[src/rtl/vga_rx_monitor_pkg.sv]
// Shared 640x480@60 timing constants, lock-state encoding and helpers for the
// VGA receive monitor. The VGA_sync generator uses the same constants.
package vga_rx_monitor_pkg;

    localparam int VGA_CLKS_PER_PIXEL = 4;
    localparam int VGA_H_TOTAL        = 800;
    localparam int VGA_H_SYNC         = 96;
    localparam int VGA_H_ACT_START    = 144;
    localparam int VGA_H_ACTIVE       = 640;
    localparam int VGA_V_TOTAL        = 525;
    localparam int VGA_V_SYNC         = 2;
    localparam int VGA_V_ACT_START    = 35;
    localparam int VGA_V_ACTIVE       = 480;
    localparam int VGA_LOCK_FRAMES    = 2;

    // Bit positions in err_flags.
    localparam int ERR_H_TOTAL  = 0;
    localparam int ERR_HS_WIDTH = 1;
    localparam int ERR_V_TOTAL  = 2;
    localparam int ERR_VS_WIDTH = 3;

    typedef enum logic [1:0] {
        LK_UNLOCKED = 2'd0,
        LK_COUNTING = 2'd1,
        LK_LOCKED   = 2'd2
    } lock_state_e;

    function automatic logic [10:0] sat_inc11(input logic [10:0] v);
        return (v == 11'h7ff) ? v : v + 11'd1;
    endfunction

endpackage

[src/rtl/vga_sync_edge.sv]
// Two-flop sampler for an active-low sync input with assert/deassert pulses.
// Both flops reset low so a reset inside a sync pulse cannot fake an assert edge.
module vga_sync_edge (
    input  logic clk,
    input  logic rst,
    input  logic sync_in,
    output logic assert_p,
    output logic deassert_p
);

    logic r1_q, r1_d;
    logic r2_q, r2_d;

    always_comb begin
        r1_d       = sync_in;
        r2_d       = r1_q;
        assert_p   = !r1_q && r2_q;
        deassert_p = r1_q && !r2_q;
    end

    always_ff @(posedge clk) begin
        if (rst) begin
            r1_q <= 1'b0;
            r2_q <= 1'b0;
        end else begin
            r1_q <= r1_d;
            r2_q <= r2_d;
        end
    end

endmodule

[src/rtl/vga_rx_monitor.sv]
// VGA sink: recovers the pixel grid from HS, emits active pixels with
// coordinates, measures sync/line/frame lengths and tracks timing lock.
//   state        | meaning
//   LK_UNLOCKED  | no frame reference yet, or an error was just seen
//   LK_COUNTING  | counting consecutive error-free frames
//   LK_LOCKED    | LOCK_FRAMES clean frames seen, timing verified
module vga_rx_monitor
    import vga_rx_monitor_pkg::*;
#(
    parameter int CLKS_PER_PIXEL = VGA_CLKS_PER_PIXEL,
    parameter int H_TOTAL        = VGA_H_TOTAL,
    parameter int H_SYNC         = VGA_H_SYNC,
    parameter int H_ACT_START    = VGA_H_ACT_START,
    parameter int H_ACTIVE       = VGA_H_ACTIVE,
    parameter int V_TOTAL        = VGA_V_TOTAL,
    parameter int V_SYNC         = VGA_V_SYNC,
    parameter int V_ACT_START    = VGA_V_ACT_START,
    parameter int V_ACTIVE       = VGA_V_ACTIVE,
    parameter int LOCK_FRAMES    = VGA_LOCK_FRAMES
) (
    input  logic        clk,
    input  logic        rst,
    input  logic        HS,
    input  logic        VS,
    input  logic [3:0]  red,
    input  logic [3:0]  green,
    input  logic [3:0]  blue,
    output logic        pix_valid,
    output logic [9:0]  pix_x,
    output logic [9:0]  pix_y,
    output logic [11:0] pix_rgb,
    output logic        frame_start,
    output logic        locked,
    output logic        timing_err,
    output logic [3:0]  err_flags
);

    localparam logic [7:0]  PH_LAST = 8'(CLKS_PER_PIXEL - 1);
    localparam logic [7:0]  PH_MID  = 8'(CLKS_PER_PIXEL / 2);
    localparam logic [10:0] SAT     = 11'h7ff;
    localparam logic [10:0] H_LO    = 11'(H_ACT_START);
    localparam logic [10:0] H_HI    = 11'(H_ACT_START + H_ACTIVE - 1);
    localparam logic [10:0] V_LO    = 11'(V_ACT_START);
    localparam logic [10:0] V_HI    = 11'(V_ACT_START + V_ACTIVE - 1);
    localparam logic [9:0]  X0      = 10'(H_ACT_START);
    localparam logic [9:0]  Y0      = 10'(V_ACT_START);
    localparam logic [7:0]  LOCK_N  = 8'(LOCK_FRAMES);

    logic hs_as, hs_de, vs_as, vs_de;

    vga_sync_edge u_hs_edge (.clk(clk), .rst(rst), .sync_in(HS),
                             .assert_p(hs_as), .deassert_p(hs_de));
    vga_sync_edge u_vs_edge (.clk(clk), .rst(rst), .sync_in(VS),
                             .assert_p(vs_as), .deassert_p(vs_de));

    logic [11:0] rgb_r1_q, rgb_r1_d;
    logic [7:0]  ph_q, ph_d;
    logic [10:0] hcnt_q, hcnt_d, vcnt_q, vcnt_d, vs_w_q, vs_w_d;
    logic        vs_arm_q, vs_arm_d, hs_seen_q, hs_seen_d;
    logic        frame_seen_q, frame_seen_d, vs_seen_q, vs_seen_d;
    lock_state_e state_q, state_d;
    logic [7:0]  clean_q, clean_d;
    logic        pix_valid_q, pix_valid_d, frame_start_q, frame_start_d;
    logic        timing_err_q, timing_err_d;
    logic [9:0]  pix_x_q, pix_x_d, pix_y_q, pix_y_d;
    logic [11:0] pix_rgb_q, pix_rgb_d;
    logic [3:0]  err_now, err_flags_q, err_flags_d;
    logic        frame_close, in_active;

    // Lengths are compared as count+1: the closing edge is seen while ph sits
    // on the last phase of the final pixel, before hcnt/vcnt would advance.
    always_comb begin
        rgb_r1_d     = {red, green, blue};
        ph_d         = ph_q;
        hcnt_d       = hcnt_q;
        vcnt_d       = vcnt_q;
        vs_w_d       = vs_w_q;
        vs_arm_d     = vs_arm_q;
        hs_seen_d    = hs_seen_q;
        frame_seen_d = frame_seen_q;
        vs_seen_d    = vs_seen_q;
        err_now      = 4'b0000;
        frame_close  = 1'b0;

        if (hs_as) begin
            ph_d      = 8'd0;
            hcnt_d    = 11'd0;
            hs_seen_d = 1'b1;
            if (hs_seen_q && (12'(hcnt_q) + 12'd1 != 12'(H_TOTAL)))
                err_now[ERR_H_TOTAL] = 1'b1;
            if (vs_arm_q || vs_as) begin
                vcnt_d       = 11'd0;
                vs_arm_d     = 1'b0;
                frame_seen_d = 1'b1;
                frame_close  = 1'b1;
                if (frame_seen_q && (12'(vcnt_q) + 12'd1 != 12'(V_TOTAL)))
                    err_now[ERR_V_TOTAL] = 1'b1;
            end else begin
                vcnt_d = sat_inc11(vcnt_q);
            end
        end else begin
            if (ph_q == PH_LAST) begin
                ph_d   = 8'd0;
                hcnt_d = sat_inc11(hcnt_q);
            end else begin
                ph_d = ph_q + 8'd1;
            end
            if (vs_as)
                vs_arm_d = 1'b1;
        end

        if (hs_de && hs_seen_q && (12'(hcnt_q) + 12'd1 != 12'(H_SYNC)))
            err_now[ERR_HS_WIDTH] = 1'b1;

        // An HS edge coincident with the VS assert is the first line of the pulse.
        if (vs_as) begin
            vs_w_d    = hs_as ? 11'd1 : 11'd0;
            vs_seen_d = 1'b1;
        end else if (hs_as) begin
            vs_w_d = sat_inc11(vs_w_q);
        end
        if (vs_de && vs_seen_q && (vs_w_q != 11'(V_SYNC)))
            err_now[ERR_VS_WIDTH] = 1'b1;
    end

    always_comb begin
        state_d = state_q;
        clean_d = clean_q;
        if (|err_now) begin
            state_d = LK_UNLOCKED;
            clean_d = 8'd0;
        end else if (frame_close) begin
            case (state_q)
                LK_UNLOCKED: begin
                    state_d = LK_COUNTING;
                    clean_d = 8'd0;
                end
                LK_COUNTING: begin
                    clean_d = clean_q + 8'd1;
                    if (clean_q + 8'd1 >= LOCK_N)
                        state_d = LK_LOCKED;
                end
                LK_LOCKED: state_d = LK_LOCKED;
                default:   state_d = LK_UNLOCKED;
            endcase
        end
    end

    // Pixels only after both grids have a reference, so a partial line/frame
    // after reset never produces bogus coordinates.
    always_comb begin
        in_active = hs_seen_q && frame_seen_q && (hcnt_q != SAT) && (vcnt_q != SAT) &&
                    (hcnt_q >= H_LO) && (hcnt_q <= H_HI) &&
                    (vcnt_q >= V_LO) && (vcnt_q <= V_HI);
        pix_valid_d   = (ph_q == PH_MID) && in_active;
        frame_start_d = pix_valid_d && (hcnt_q == H_LO) && (vcnt_q == V_LO);
        pix_x_d       = pix_x_q;
        pix_y_d       = pix_y_q;
        pix_rgb_d     = pix_rgb_q;
        if (pix_valid_d) begin
            pix_x_d   = hcnt_q[9:0] - X0;
            pix_y_d   = vcnt_q[9:0] - Y0;
            pix_rgb_d = rgb_r1_q;
        end
        timing_err_d = |err_now;
        err_flags_d  = err_flags_q | err_now;
    end

    always_ff @(posedge clk) begin
        if (rst) begin
            rgb_r1_q      <= '0;
            ph_q          <= '0;
            hcnt_q        <= '0;
            vcnt_q        <= '0;
            vs_w_q        <= '0;
            vs_arm_q      <= 1'b0;
            hs_seen_q     <= 1'b0;
            frame_seen_q  <= 1'b0;
            vs_seen_q     <= 1'b0;
            state_q       <= LK_UNLOCKED;
            clean_q       <= '0;
            pix_valid_q   <= 1'b0;
            frame_start_q <= 1'b0;
            timing_err_q  <= 1'b0;
            pix_x_q       <= '0;
            pix_y_q       <= '0;
            pix_rgb_q     <= '0;
            err_flags_q   <= '0;
        end else begin
            rgb_r1_q      <= rgb_r1_d;
            ph_q          <= ph_d;
            hcnt_q        <= hcnt_d;
            vcnt_q        <= vcnt_d;
            vs_w_q        <= vs_w_d;
            vs_arm_q      <= vs_arm_d;
            hs_seen_q     <= hs_seen_d;
            frame_seen_q  <= frame_seen_d;
            vs_seen_q     <= vs_seen_d;
            state_q       <= state_d;
            clean_q       <= clean_d;
            pix_valid_q   <= pix_valid_d;
            frame_start_q <= frame_start_d;
            timing_err_q  <= timing_err_d;
            pix_x_q       <= pix_x_d;
            pix_y_q       <= pix_y_d;
            pix_rgb_q     <= pix_rgb_d;
            err_flags_q   <= err_flags_d;
        end
    end

    assign pix_valid   = pix_valid_q;
    assign pix_x       = pix_x_q;
    assign pix_y       = pix_y_q;
    assign pix_rgb     = pix_rgb_q;
    assign frame_start = frame_start_q;
    assign locked      = (state_q == LK_LOCKED);
    assign timing_err  = timing_err_q;
    assign err_flags   = err_flags_q;

endmodule

[config.mk]
export PLATFORM = sky130hd
export DESIGN_NAME = vga_rx_monitor
export DESIGN_NICKNAME = d
export VERILOG_FILES = /design/src/rtl/vga_rx_monitor_pkg.sv /design/src/rtl/vga_sync_edge.sv /design/src/rtl/vga_rx_monitor.sv
export SDC_FILE = /design/constraint.sdc
export NUM_CORES = 1
export LEC_CHECK = 0
export BUFFER_PORTS_ARGS = -buffer_cell sky130_fd_sc_hd__buf_2
export CAP_MARGIN = 20
export CORE_MARGIN = 4
export CORE_UTILIZATION = 50
export CTS_CLUSTER_DIAMETER = 100
export CTS_CLUSTER_SIZE = 25
export DETAILED_ROUTE_END_ITERATION = 6
export GPL_ROUTABILITY_DRIVEN = 1
export PLACE_DENSITY = 0.72
export SETUP_SLACK_MARGIN = 0.05
export SLEW_MARGIN = 25
export SYNTH_ARGS = -nofsm -noshare
export SYNTH_HDL_FRONTEND = slang
export SYNTH_HIERARCHICAL = 1
export SYNTH_SLANG_ARGS = --single-unit
[constraint.sdc]
create_clock -name clk -period 2.34 [get_ports clk]
set_input_delay 0.468 -clock clk [delete_from_list [all_inputs] [get_ports clk]]
set_output_delay 0.468 -clock clk [all_outputs]
set_load 0.1 [all_outputs]
# ---- Yosys cells after proc, flatten, opt, wreduce, memory -nomap -nowiden
# Index checks and enable logic that the tools add are counted.
dict set report classes {
  addsub 9
  n_lt_le_gt_ge 5
  eq_ne 19
  mux 21
  n_bitwise 2
  reduce_logical 39
}
# operator n
set ops {}
lappend ops {{$mux W11} 5}
lappend ops {{$add A11 B1 Y11 const B} 3}
lappend ops {{$eq A11 B11 Y1 const B} 3}
lappend ops {{$add A11 B1 Y12 const B} 2}
lappend ops {{$ne A12 B10 Y1 const B} 2}
lappend ops {{$le A11 B10 Y1 const B} 2}
lappend ops {{$ne A11 B11 Y1 const B} 2}
lappend ops {{$logic_and A1 B1 Y1} 20}
lappend ops {{$add A8 B1 Y8 const B} 2}
lappend ops {{$eq A8 B2 Y1 const B} 2}
lappend ops {{$pmux W8 S2} 1}
lappend ops {{$reduce_and A2 Y1} 7}
lappend ops {{$mux W1} 13}
lappend ops {{$ne A12 B7 Y1 const B} 1}
lappend ops {{$eq A11 B6 Y1 const B} 1}
lappend ops {{$eq A11 B8 Y1 const B} 1}
lappend ops {{$ge A11 B6 Y1 const B} 1}
lappend ops {{$ge A11 B8 Y1 const B} 1}
lappend ops {{$ne A11 B2 Y1 const B} 1}
lappend ops {{$sub A10 B6 Y10 const B} 1}
lappend ops {{$sub A10 B8 Y10 const B} 1}
lappend ops {{$ge A8 B2 Y1 const B} 1}
lappend ops {{$ne A2 B2 Y1 const B} 3}
lappend ops {{$pmux W2 S3} 1}
lappend ops {{other kinds (14)} 18}
dict set report word_totals {
  ff_bits 110
  in_bits 16
  wordCells 117
}

# ---- Longest topological paths before layout
# Gate-level depths: netlist of run 1.
dict set report depth {
  ltp_word 10
  mapped_depth 10
  ltp_nobuf 8
}

# ---- Cells and area by module
# Netlist of run 1, hierarchy kept.
# mod instances cells_per_inst area_each_um2 seq_area_each_um2
set modules_own_cells {}
lappend modules_own_cells {vga_rx_monitor 1 599 5192.5 2122.0}
lappend modules_own_cells {vga_sync_edge 2 6 65.1 40.0}

# ---- Worst setup path after synthesis of run 1
# Ideal clock, no wire load.
dict set report synth_timing {
  path_kind {register -> register}
  from {reg hcnt_q[1]}
  to {reg clean_q[0]}
  setup_time_ps 74
  arrival_ps 2241
  t_required_ps 2266
  path_slack_ps 25
  path_stages_with_launch 9
  path_cell_list {dfxtp_1 -> ha_1 -> nand3_2 -> o31a_1 -> nor4b_2 -> a41oi_1 -> or3_1 -> buf_6 -> nor3_2}
}
dict set report synth_between {
  elab_chain_len 6
}
# item line
set synth_rtl {}
lappend synth_rtl {{from (decl)} vga_rx_monitor.sv:58} ;# logic [10:0] hcnt_q, hcnt_d, vcnt_q, vcnt_d, vs_w_q, vs_w_d;
lappend synth_rtl {{from (signal assigned)} vga_rx_monitor.sv:192} ;# hcnt_q <= hcnt_d;
lappend synth_rtl {{$add A11 B1 Y12 (*)} {vga_rx_monitor.sv:89, vga_rx_monitor.sv:112}}
lappend synth_rtl {{$ne A12 B10 Y1} vga_rx_monitor.sv:89} ;# if (hs_seen_q && (12'(hcnt_q) + 12'd1 != 12'(H_TOTAL)))
lappend synth_rtl {{$logic_and A1 B1 Y1} vga_rx_monitor.sv:89}
lappend synth_rtl {{$mux W1} vga_rx_monitor.sv:89}
lappend synth_rtl {{$mux W1} vga_rx_monitor.sv:85} ;# if (hs_as) begin
lappend synth_rtl {{$reduce_or A5 Y1 (no source line) (*)} -}
lappend synth_rtl {{to (signal assigned)} vga_rx_monitor.sv:200} ;# clean_q <= clean_d;
lappend synth_rtl {{to (decl)} vga_rx_monitor.sv:62} ;# logic [7:0] clean_q, clean_d;
# Mark *: on every way between the ends. The rest lies on a longest branch, timed or not.
# A chain may end at the register's enable or synchronous reset.

# ---- Final worst setup path of run 1
dict set report layout_timing {
  from {reg hcnt_q[4]}
  to {reg state_q[0]}
}
dict set report layout_between {
  elab_chain_len 6
}
# item line
set layout_rtl {}
lappend layout_rtl {{$add A11 B1 Y12 (*)} {vga_rx_monitor.sv:89, vga_rx_monitor.sv:112}}
lappend layout_rtl {{$ne A12 B10 Y1} vga_rx_monitor.sv:89}
lappend layout_rtl {{$logic_and A1 B1 Y1} vga_rx_monitor.sv:89}
lappend layout_rtl {{$mux W1} vga_rx_monitor.sv:89}
lappend layout_rtl {{$mux W1} vga_rx_monitor.sv:85}
lappend layout_rtl {{$reduce_or A5 Y1 (no source line) (*)} -}
lappend layout_rtl {{to (signal assigned)} vga_rx_monitor.sv:199} ;# state_q <= state_d;
lappend layout_rtl {{to (decl)} vga_rx_monitor.sv:61} ;# lock_state_e state_q, state_d;
# Marks and branches as above.

==> impl_metrics.env, run 1 <==
export IMPL_status="finished clean"
export IMPL_floorplan_initialDensity_pct=51.6
export IMPL_multi_input_area_mm2=0.00300
export IMPL_worst_r2r_path_depth=9
export IMPL_synthToLayoutAreaGrowth_pct=18.8
export IMPL_tritoncts_num_buffers=9
export IMPL_fmax_mhz=445
export IMPL_nFillCells=892
export IMPL_stdcell_count=832
export IMPL_number_of_violations_of_the_max_capacitance_limit=0
export IMPL_clk_latency_ns=0.38
export IMPL_final_setup_viol_count=0
export IMPL_synth_seq_cells=110
export IMPL_synth_enable_flop_cells=0
export IMPL_final_period_minus_worst_setup_slack_ns=2.25
export IMPL_cts_buffer_depth=2
export IMPL_grt_antenna_before_repair=0
export IMPL_grt_start_max_net_pins=66
export IMPL_finish_net_count=726
export IMPL_setup_worst_path_end_class="flip-flop"
export IMPL_ant_nets=0
export IMPL_clock_sinks=110
export IMPL_setup_worst_path_start_class="flip-flop"
export IMPL_netSwitchingFraction_pct=24.7
export IMPL_rsz0062_at_grt="yes"
export IMPL_grt_met3_usage_pct=3.38
export IMPL_post_route_period_util_pct=96.0
export IMPL_worstHoldStart="blue[3]"
export IMPL_dr_total_vias=4521
export IMPL_p_clk_share_pct=33.7
export IMPL_synth_top_family_by_area="simple AND/OR/NAND/NOR gates"
export IMPL_post_synth_most_frequent_cells="dfxtp_1 (110), nor2_1 (101), nand2_1 (35)"
export IMPL_final_layout_size_suffix_gt1_share_pct=23.1
export IMPL_timing_critical_path_fanout_max=10
export IMPL_finalWeightedCongestion=0.863
export IMPL_dieArea_mm2=0.0124
export IMPL_cts_hold_buffers=0
export IMPL_placement_cell_area_mm2=0.00602
export IMPL_cts_tree="built"
export IMPL_leakage_uw=0.00271
export IMPL_worst_endpoint_arrival_ns=2.56
export IMPL_drc=0
export IMPL_relSlewSlack_pct=53.4
export IMPL_wl_per_cell_um=14.2
export IMPL_post_synth_top_area_cell="dfxtp_1"
export IMPL_overflow=0
export IMPL_synth_warnings=6
export IMPL_totalNegativeSetupSlack_ns=0
export IMPL_syn_mean_instance_area_um2=8.71
export IMPL_synth_adder_area_share_pct=4.47
export IMPL_synth_compound_area_share_pct=11.0
export IMPL_synth_most_common_cell="dfxtp_1"
export IMPL_cell_internal_pwr_uw=2340
export IMPL_antenna_cells=0
export IMPL_ir_worst_vdd_uv=377
export IMPL_power_total_uw=3120
export IMPL_hold_path_depth=2
export IMPL_synth_area_leaders="dfxtp_1 (41%), nor2_1 (7.1%), mux2i_1 (6.2%), ha_1 (4.5%), xor2_1 (3.1%)"
export IMPL_cts_clk_slew_worst_paths_ns=0.10
export IMPL_crit_type="reg -> reg"
export IMPL_cts_root_buffer="clkbuf_8"
export IMPL_mappedNetlistNets=646
export IMPL_top_usage_layer="met2"
export IMPL_yosys_most_used_dff="dfxtp_1"
export IMPL_fp_dieW_um=111
export IMPL_synthMuxAreaShare_pct=6.42
export IMPL_global_route_wire_length_before_repair_mm=19.9
export IMPL_maxSlewViolCount=0
export IMPL_worstPathRequired_ns=2.65
export IMPL_power_density_mw_per_mm2=493
export IMPL_post_place_cells=815
export IMPL_global_route_usage_met2_pct=31.9
export IMPL_worst_slew_pin_transition_ns=0.694
export IMPL_total_area_of_sequential_cells_mm2=0.00222
export IMPL_place_detailed_hpwl_mm=8.53
export IMPL_top_cell_type_s_share_of_synthesized_area_pct=41.4
export IMPL_switching_power_uw=771
export IMPL_track_usage_pct=18.9
export IMPL_synth_cell_area_mm2=0.00532
export IMPL_port_buffers=55
export IMPL_combinationalPowerShare_pct=4.9
export IMPL_dieHeight_um=111
export IMPL_critPathLaunch="hcnt_q[4]$_SDFFE_PP0P_"
export IMPL_number_of_hold_violations_in_the_final_report=0
export IMPL_drt_first_pass_iters=5
export IMPL_timing_hold_worst_class="in -> reg"
export IMPL_finalInstanceArea_mm2=0.00632
export IMPL_fp_coreArea_mm2=0.0103
export IMPL_detail_route_wirelength_mm=11.8
export IMPL_synth_xor_area_share_pct=5.92
export IMPL_post_synth_inst_count=611
export IMPL_route_detailed_vias_per_inst=5.43
export IMPL_grt_pass1_vias=4324
export IMPL_sequential_power_share_pct=61.4
export IMPL_io_pin_count=56
export IMPL_r2r_start="hcnt_q[4]$_SDFFE_PP0P_"
export IMPL_fp_row_count=37
export IMPL_clock_skew_final_ns=0.00732
export IMPL_dr_first_iter_drc_count=231
export IMPL_seq_area_frac_synth_pct=41.4
export IMPL_synth_async_sr_flop_share_pct=0
export IMPL_cts_htree_levels=3
export IMPL_grtUsageMet1_pct=24.1
export IMPL_synth_simple_area_share_pct=26.5
export IMPL_netlist_cell_type_count=59
placed cells by master, fill, tap and decap left out, types with 15 or more instances in the layout:
| master | count |
|---|---|
| dfxtp_1 | 105 |
| nor2_1 | 101 |
| buf_2 | 55 |
| buf_4 | 49 |
| nand2_1 | 35 |
| mux2i_1 | 33 |
| a21oi_1 | 26 |
| nor2b_1 | 22 |
| xor2_1 | 19 |
| nand3_1 | 18 |
| xnor2_1 | 17 |
| o21ai_0 | 16 |
| ha_1 | 16 |
| nor3_1 | 15 |
final timing paths:
kind	end	slack, ns
worst max-delay path	state_q[0]$_SDFFE_PP0P_	0.09
worst min-delay path	rgb_r1_q[3]$_SDFF_PP0_	0.29
worst max register to register	state_q[0]$_SDFFE_PP0P_	0.09
worst min register to register	pix_x[5]$_SDFFE_PP0P_	0.47
per-layer routing:
layer  vias up  wire length, µm
li1       2273                -
met1      2151             5360
met2        78             5800
met3        19              428
met4         0              200
met5         -                0
flip-flops by register name, summed over array words and instances, names as in the netlist, 8 cells and up:
| register | flops |
|---|---|
| vs_w_q | 11 |
| rgb_r1_q | 12 |
| ph_q | 8 |
| vcnt_q | 11 |
| pix_rgb | 12 |
| pix_x | 10 |
| hcnt_q | 11 |
| clean_q | 8 |
| pix_y | 10 |
cell type report:
| cell class | count | area share, % |
|---|---|---|
| Inverter | 13 | 0.772 |
| Tap cell | 136 | 2.69 |
| Clock inverter | 6 | 0.752 |
| Timing Repair Buffer | 108 | 11.3 |
| Multi-Input combinational cell | 449 | 47.4 |
| Clock buffer | 10 | 2.02 |
| Sequential cell | 110 | 35.0 |
power by group through the flow:
stage	Sequential, µW	Clock (µW)	Combinational [µW]
global route	1920	1160	169
finish	1910	1050	152
CTS	1910	1080	150
floorplan	1960	0	89.2
detailed placement	1960	0	150
global placement	1960	0	145
critical path, stage by stage (launching register included):
cell     delay, ns
dfxtp_4       0.39
ha_4          0.14
nand3_2       0.08
o31a_1        0.34
nor4b_4       0.33
buf_4         0.17
a21oi_2       0.05
or3_4         0.39
buf_12        0.16
nor3_4        0.15
timing repair:
action | CTS | global route
resized for setup | 2 | 24
endpoints found under the hold margin | 0 | 0
setup endpoints to repair | 8 | 43
pin swaps | 1 | 6
setup buffers | 0 | 1
kinds of logic (layout without fill, tap and decap cells):
group                      after synthesis  count (layout)
DFF                                    110             110
AOI/OAI and AO/OA                       90              90
and+or+nand+nor                        270             270
buffers and inverters                   52             137
xor gates and xnor gates                36              36
adders and majority gates               19              19
muxes                                   34              34
through the flow:
step / hold WS, ns / util, % / worst slack, ns
global placement: 0.441 / 58.4 / 0.109
floorplan: 0.437 / - / 0.0724
detailed placement: 0.453 / 58.4 / 0.0476
CTS: 0.278 / 60.1 / 0.0598
finish: 0.292 / 61.2 / 0.0930
global route: 0.287 / 61.2 / -0.0201
Power figures use the tool's default switching activity.
==> run 2, diff against run 1 <==
--- a/config.mk
+++ b/config.mk
@@ -13,7 +13,7 @@
 export CTS_CLUSTER_SIZE = 25
 export DETAILED_ROUTE_END_ITERATION = 6
 export GPL_ROUTABILITY_DRIVEN = 1
-export PLACE_DENSITY = 0.72
+export PLACE_DENSITY = 0.7
 export SETUP_SLACK_MARGIN = 0.05
 export SLEW_MARGIN = 25
 export SYNTH_ARGS = -nofsm -noshare
==> constraint.sdc (replaced) <==
create_clock -name clk -period 2.7 [get_ports clk]
set_input_delay 0.54 -clock clk [delete_from_list [all_inputs] [get_ports clk]]
set_output_delay 0.54 -clock clk [all_outputs]
set_load 0.1 [all_outputs]
==> run 2 against run 1 <==
Net effect:
- routed wire length down 5.6%
- non-clock buffer count down 33
- sequential share of layout area up 2.0 points
- highest routed layer unchanged
- largest cell class unchanged
- hold slack better by 0.070 ns
- clock-buffer cell count down 1
- first-iteration DRC count down 1.3%
- global-route usage down 0.95 points
- setup slack better by 0.12 ns
==> impl_metrics.env, run 2 (same netlist as run 1, synthesis figures left out) <==
export IMPL_stdcell_count=799
export IMPL_fp_row_count=37
export IMPL_global_route_wire_length_before_repair_mm=18.9
export IMPL_clock_sinks=110
export IMPL_rsz0062_at_grt="no"
export IMPL_mostFrequentLayoutCells="dfxtp_1 (108), nor2_1 (101), buf_2 (55)"
export IMPL_status="finished clean"
export IMPL_finalWeightedCongestion=0.878
export IMPL_totalNegativeSetupSlack_ns=0
export IMPL_cts_buffer_depth=2
export IMPL_ant_nets=0
export IMPL_dr_first_iter_drc_count=228
export IMPL_route_detailed_vias_per_inst=5.50
export IMPL_cts_clk_slew_worst_paths_ns=0.12
export IMPL_setup_worst_path_start_class="flip-flop"
export IMPL_port_buffers=55
export IMPL_synthToLayoutAreaGrowth_pct=11.7
export IMPL_cts_root_buffer="clkbuf_8"
export IMPL_post_cts_setup_buffers=0
export IMPL_power_density_mw_per_mm2=463
export IMPL_ir_worst_vdd_uv=331
export IMPL_cts_resized=0
export IMPL_floorplan_initialDensity_pct=51.6
export IMPL_grt_antenna_before_repair=0
export IMPL_io_pin_count=56
export IMPL_place_detailed_hpwl_mm=8.10
export IMPL_leakage_uw=0.00255
export IMPL_grt_start_max_net_pins=50
export IMPL_worst_endpoint_arrival_ns=2.74
export IMPL_dr_total_vias=4391
export IMPL_dieArea_mm2=0.0124
export IMPL_overflow=0
export IMPL_antenna_cells=0
export IMPL_drc=0
export IMPL_maxSlewViolCount=0
export IMPL_track_usage_pct=17.9
export IMPL_drt_first_pass_iters=5
export IMPL_setup_worst_path_end_class="flip-flop"
export IMPL_crit_type="reg -> reg"
export IMPL_tritoncts_num_buffers=9
export IMPL_cts_tree="built"
export IMPL_number_of_violations_of_the_max_capacitance_limit=0
export IMPL_cts_htree_levels=3
export IMPL_worstPathRequired_ns=2.96
export IMPL_post_place_cells=783
export IMPL_finalInstanceArea_mm2=0.00595
export IMPL_clock_skew_final_ns=0.0179
export IMPL_final_layout_size_suffix_gt1_share_pct=17.3
export IMPL_timing_hold_worst_class="in -> reg"
export IMPL_relSlewSlack_pct=48.3
export IMPL_grt_pass1_vias=4082
export IMPL_final_period_minus_worst_setup_slack_ns=2.48
export IMPL_number_of_hold_violations_in_the_final_report=0
export IMPL_clk_latency_ns=0.38
export IMPL_fmax_mhz=403
export IMPL_wl_per_cell_um=13.9
export IMPL_placement_cell_area_mm2=0.00575
export IMPL_worst_slew_pin_transition_ns=0.769
export IMPL_timing_critical_path_fanout_max=11
export IMPL_post_route_period_util_pct=92.0
export IMPL_detail_route_wirelength_mm=11.1
export IMPL_finish_net_count=693
export IMPL_final_setup_viol_count=0
export IMPL_final_common_cell="dfxtp_1"
export IMPL_fp_coreArea_mm2=0.0103
export IMPL_cts_hold_buffers=0
export IMPL_dieHeight_um=111
export IMPL_fp_dieW_um=111
==> run 2: final cells by class <==
| type | instances | area [µm²] |
|---|---|---|
| Tap cell | 136 | 170 |
| Clock buffer | 9 | 124 |
| Clock inverter | 7 | 73.8 |
| Sequential cell | 110 | 2200 |
| Multi-Input combinational cell | 449 | 2890 |
| Inverter | 13 | 48.8 |
| Fill cell | 926 | 4380 |
| Timing Repair Buffer | 75 | 438 |
==> run 2: routing by layer <==
layer  routed length [µm]  part of all wire [%]  GRT usage (%)
met4                  130                   1.2           4.70
met1                 5030                    45           22.8
met2                 5490                    49           31.3
met5                    0                     0              0
met3                  482                   4.3           3.22
==> run 2: metrics by stage <==
step | hold slack, ns | util [%] | worst slack (ns) | power (µW)
floorplan | 0.437 | - | 0.385 | 1780
global placement | 0.441 | 55.7 | 0.248 | 1810
detailed placement | 0.447 | 55.7 | 0.193 | 1820
CTS | 0.350 | 57.6 | 0.186 | 2790
global route | 0.350 | 57.6 | 0.0618 | 2870
finish | 0.362 | 57.6 | 0.217 | 2760
==> run 2: path summary, 6_finish.rpt <==
kind / startpoint / endpoint / slack (ns) / cells after the start
hold / removal: blue[1] / rgb_r1_q[1]$_SDFF_PP0_ / 0.36 / 2
setup reg to reg: hcnt_q[5]$_SDFFE_PP0P_ / timing_err$_SDFF_PP0_ / 0.22 / 8
setup / recovery: hcnt_q[5]$_SDFFE_PP0P_ / timing_err$_SDFF_PP0_ / 0.22 / 8
hold reg to reg: pix_x[7]$_SDFFE_PP0P_ / pix_x[7]$_SDFFE_PP0P_ / 0.46 / 2
==> run 2: critical path, stage by stage, from the launching register on <==
cell     delay [ns]
dfxtp_1        0.44
ha_1           0.22
nand3_1        0.12
o31a_1         0.28
nor4b_2        0.38
a41oi_1        0.19
or3_1          0.39
buf_4          0.20
nor2b_1        0.14
==> run 2: report_power, final <==
| part | switching, µW | internal (µW) | total [µW] |
|---|---|---|---|
| registers | 15.5 | 1650 | 1660 |
| logic | 77.5 | 40.5 | 118 |
| clock network | 608 | 368 | 977 |
| total | 701 | 2050 | 2760 |
==> run 3, diff against run 2 <==
--- a/config.mk
+++ b/config.mk
@@ -14,6 +14,7 @@
 export DETAILED_ROUTE_END_ITERATION = 6
 export GPL_ROUTABILITY_DRIVEN = 1
 export PLACE_DENSITY = 0.7
+export REMOVE_ABC_BUFFERS = 1
 export SETUP_SLACK_MARGIN = 0.05
 export SLEW_MARGIN = 25
 export SYNTH_ARGS = -nofsm -noshare
==> run 3 against run 2 <==
Net effect:
- routed wire length grew 2.1%
- first-iteration DRC count grew 44%
- maximum frequency shrank 0.86%
- sequential share of layout area shrank 0.072 points
- cell area grew 0.25%
- clock-buffer cell count grew 1
- sequential power is essentially flat
- total power grew 3.5%
- hold slack is essentially flat
- non-clock buffer count shrank 3
- critical path depth is the same
- register-to-register slack lost 0.02 ns
- critical path type unchanged
- critical endpoint unchanged
- largest power group unchanged
- highest routed layer unchanged
==> impl_metrics.env, run 3 (same netlist as run 1, synthesis figures left out) <==
export IMPL_switching_power_uw=686
export IMPL_totalNegativeSetupSlack_ns=0
export IMPL_cts_buffer_depth=2
export IMPL_grtUsageMet1_pct=24.9
export IMPL_drt_first_pass_iters=4
export IMPL_antenna_cells=0
export IMPL_finalWeightedCongestion=0.899
export IMPL_worstPathRequired_ns=2.94
export IMPL_final_period_minus_worst_setup_slack_ns=2.50
export IMPL_fmax_mhz=399
export IMPL_stdcell_count=796
export IMPL_power_density_mw_per_mm2=478
export IMPL_top_usage_layer="met2"
export IMPL_tritoncts_num_buffers=9
export IMPL_cts_hold_buffers=0
export IMPL_netSwitchingFraction_pct=24.0
export IMPL_combinationalPowerShare_pct=4.1
export IMPL_power_total_uw=2850
export IMPL_number_of_violations_of_the_max_capacitance_limit=0
export IMPL_grt_pass1_vias=4211
export IMPL_status="finished clean"
export IMPL_cts_clk_slew_worst_paths_ns=0.11
export IMPL_fp_dieW_um=111
export IMPL_place_detailed_hpwl_mm=8.21
export IMPL_worst_slack_ns=0.195
export IMPL_dieArea_mm2=0.0124
export IMPL_worstHoldStart="blue[3]"
export IMPL_drc=0
export IMPL_leakage_uw=0.00256
export IMPL_p_clk_share_pct=37.6
export IMPL_finish_net_count=690
export IMPL_fp_coreArea_mm2=0.0103
export IMPL_clk_latency_ns=0.38
export IMPL_hold_path_end="rgb_r1_q[3]$_SDFF_PP0_"
export IMPL_io_pin_count=56
export IMPL_track_usage_pct=18.8
export IMPL_relSlewSlack_pct=45.9
export IMPL_worst_r2r_path_depth=8
export IMPL_sequential_power_share_pct=58.2
export IMPL_global_route_usage_met2_pct=31.4
export IMPL_r2r_start="hcnt_q[0]$_SDFFE_PP0P_"
export IMPL_mostFrequentLayoutCells="dfxtp_1 (107), nor2_1 (101), buf_2 (55)"
export IMPL_pre_cts_slack_ns=0.174
export IMPL_hold_path_depth=2
export IMPL_timing_hold_ws_ns=0.362
export IMPL_overflow=0
export IMPL_setup_worst_path_end_class="flip-flop"
export IMPL_global_route_wire_length_before_repair_mm=19.7
export IMPL_rsz0062_at_grt="no"
export IMPL_cell_internal_pwr_uw=2170
export IMPL_timing_hold_worst_class="in -> reg"
export IMPL_grt_antenna_before_repair=0
export IMPL_ant_nets=0
export IMPL_detail_route_wirelength_mm=11.4
export IMPL_route_detailed_vias_per_inst=5.47
export IMPL_crit_reg2reg_capture="timing_err$_SDFF_PP0_"
export IMPL_worst_slew_pin_transition_ns=0.805
export IMPL_ir_worst_vdd_uv=426
export IMPL_timing_critical_path_fanout_max=11
export IMPL_crit_type="reg -> reg"
export IMPL_dr_total_vias=4357
export IMPL_fp_row_count=37
export IMPL_number_of_hold_violations_in_the_final_report=0
export IMPL_grt_start_max_net_pins=59
export IMPL_cts_tree="built"
export IMPL_setup_worst_path_start_class="flip-flop"
export IMPL_dieHeight_um=111
export IMPL_post_place_cells=780
export IMPL_port_buffers=55
export IMPL_cts_htree_levels=3
export IMPL_grt_met3_usage_pct=3.88
export IMPL_post_route_period_util_pct=92.8
export IMPL_final_common_cell="dfxtp_1"
export IMPL_synthToLayoutAreaGrowth_pct=12.0
export IMPL_final_setup_viol_count=0
export IMPL_maxSlewViolCount=0
export IMPL_setup_reg_to_reg_worst_slack_ns=0.20
export IMPL_cts_root_buffer="clkbuf_8"
export IMPL_floorplan_initialDensity_pct=51.6
export IMPL_wl_per_cell_um=14.3
export IMPL_final_layout_size_suffix_gt1_share_pct=17.1
export IMPL_dr_first_iter_drc_count=329
export IMPL_clock_sinks=110
export IMPL_worst_endpoint_arrival_ns=2.75
export IMPL_clock_skew_final_ns=0.0132
==> run 3: final cells by class <==
cell class / instances / area, µm²
fill: 912 / 4360
multi-input combinational: 449 / 2900
sequential: 110 / 2210
timing repair buffer: 72 / 415
tap: 136 / 170
clock buffer: 10 / 138
clock inverter: 6 / 87.6
inverter: 13 / 48.8
==> run 3: power groups by stage <==
stage                     Clock [µW]  Sequential, µW  Combinational, µW
after CTS                       1110            1660                119
final                           1070            1660                118
after detailed placement           0            1700                119
after global placement             0            1700                116
after floorplan                    0            1700               58.5
after global routing            1180            1670                133
==> run 3: timing repair <==
action	CTS	global route
setup buffers	0	0
gates resized for setup	0	4
endpoints found under the setup margin	0	11
==> run 3: worst max-delay path by stage <==
stage | from | to | slack [ns] | cells after the start
6_report | hcnt_q[0]$_SDFFE_PP0P_ | timing_err$_SDFF_PP0_ | 0.20 | 8
5_1_grt | hcnt_q[0]$_SDFFE_PP0P_ | timing_err$_SDFF_PP0_ | 0.09 | 8
4_1_cts | hcnt_q[1]$_SDFFE_PP0P_ | timing_err$_SDFF_PP0_ | 0.15 | 8
3_5_place_dp | hcnt_q[1]$_SDFFE_PP0P_ | timing_err$_SDFF_PP0_ | 0.17 | 8
3_3_place_gp | hcnt_q[1]$_SDFFE_PP0P_ | timing_err$_SDFF_PP0_ | 0.23 | 8
2_1_floorplan | hcnt_q[1]$_SDFFE_PP0P_ | pix_x[7]$_SDFFE_PP0P_ | -0.51 | 7
==> run 3: metrics by stage <==
| stage | area (µm²) | util, % |
|---|---|---|
| 3_3_place_gp | 5720 | 55.4 |
| 6_report | 5960 | 57.8 |
| 5_1_grt | 5960 | 57.8 |
| 3_5_place_dp | 5720 | 55.4 |
| 4_1_cts | 5950 | 57.6 |
| 2_1_floorplan | 5140 | - |
==> run 3: critical path: stages (launching register included) <==
cell and delay, ns:
dfxtp_1 0.44, ha_1 0.22, nand3_2 0.13, o31a_1 0.37, nor4b_4 0.33, a41oi_1 0.17, or3_1 0.39, buf_4 0.20
nor2b_1 0.14
==> run 3: layer usage <==
layer  up-vias  part of all wire [%]
li1       2207                     -
met1      2045                    46
met2        95                    48
met3        10                   4.9
met4         0                   1.0
met5         -                     0
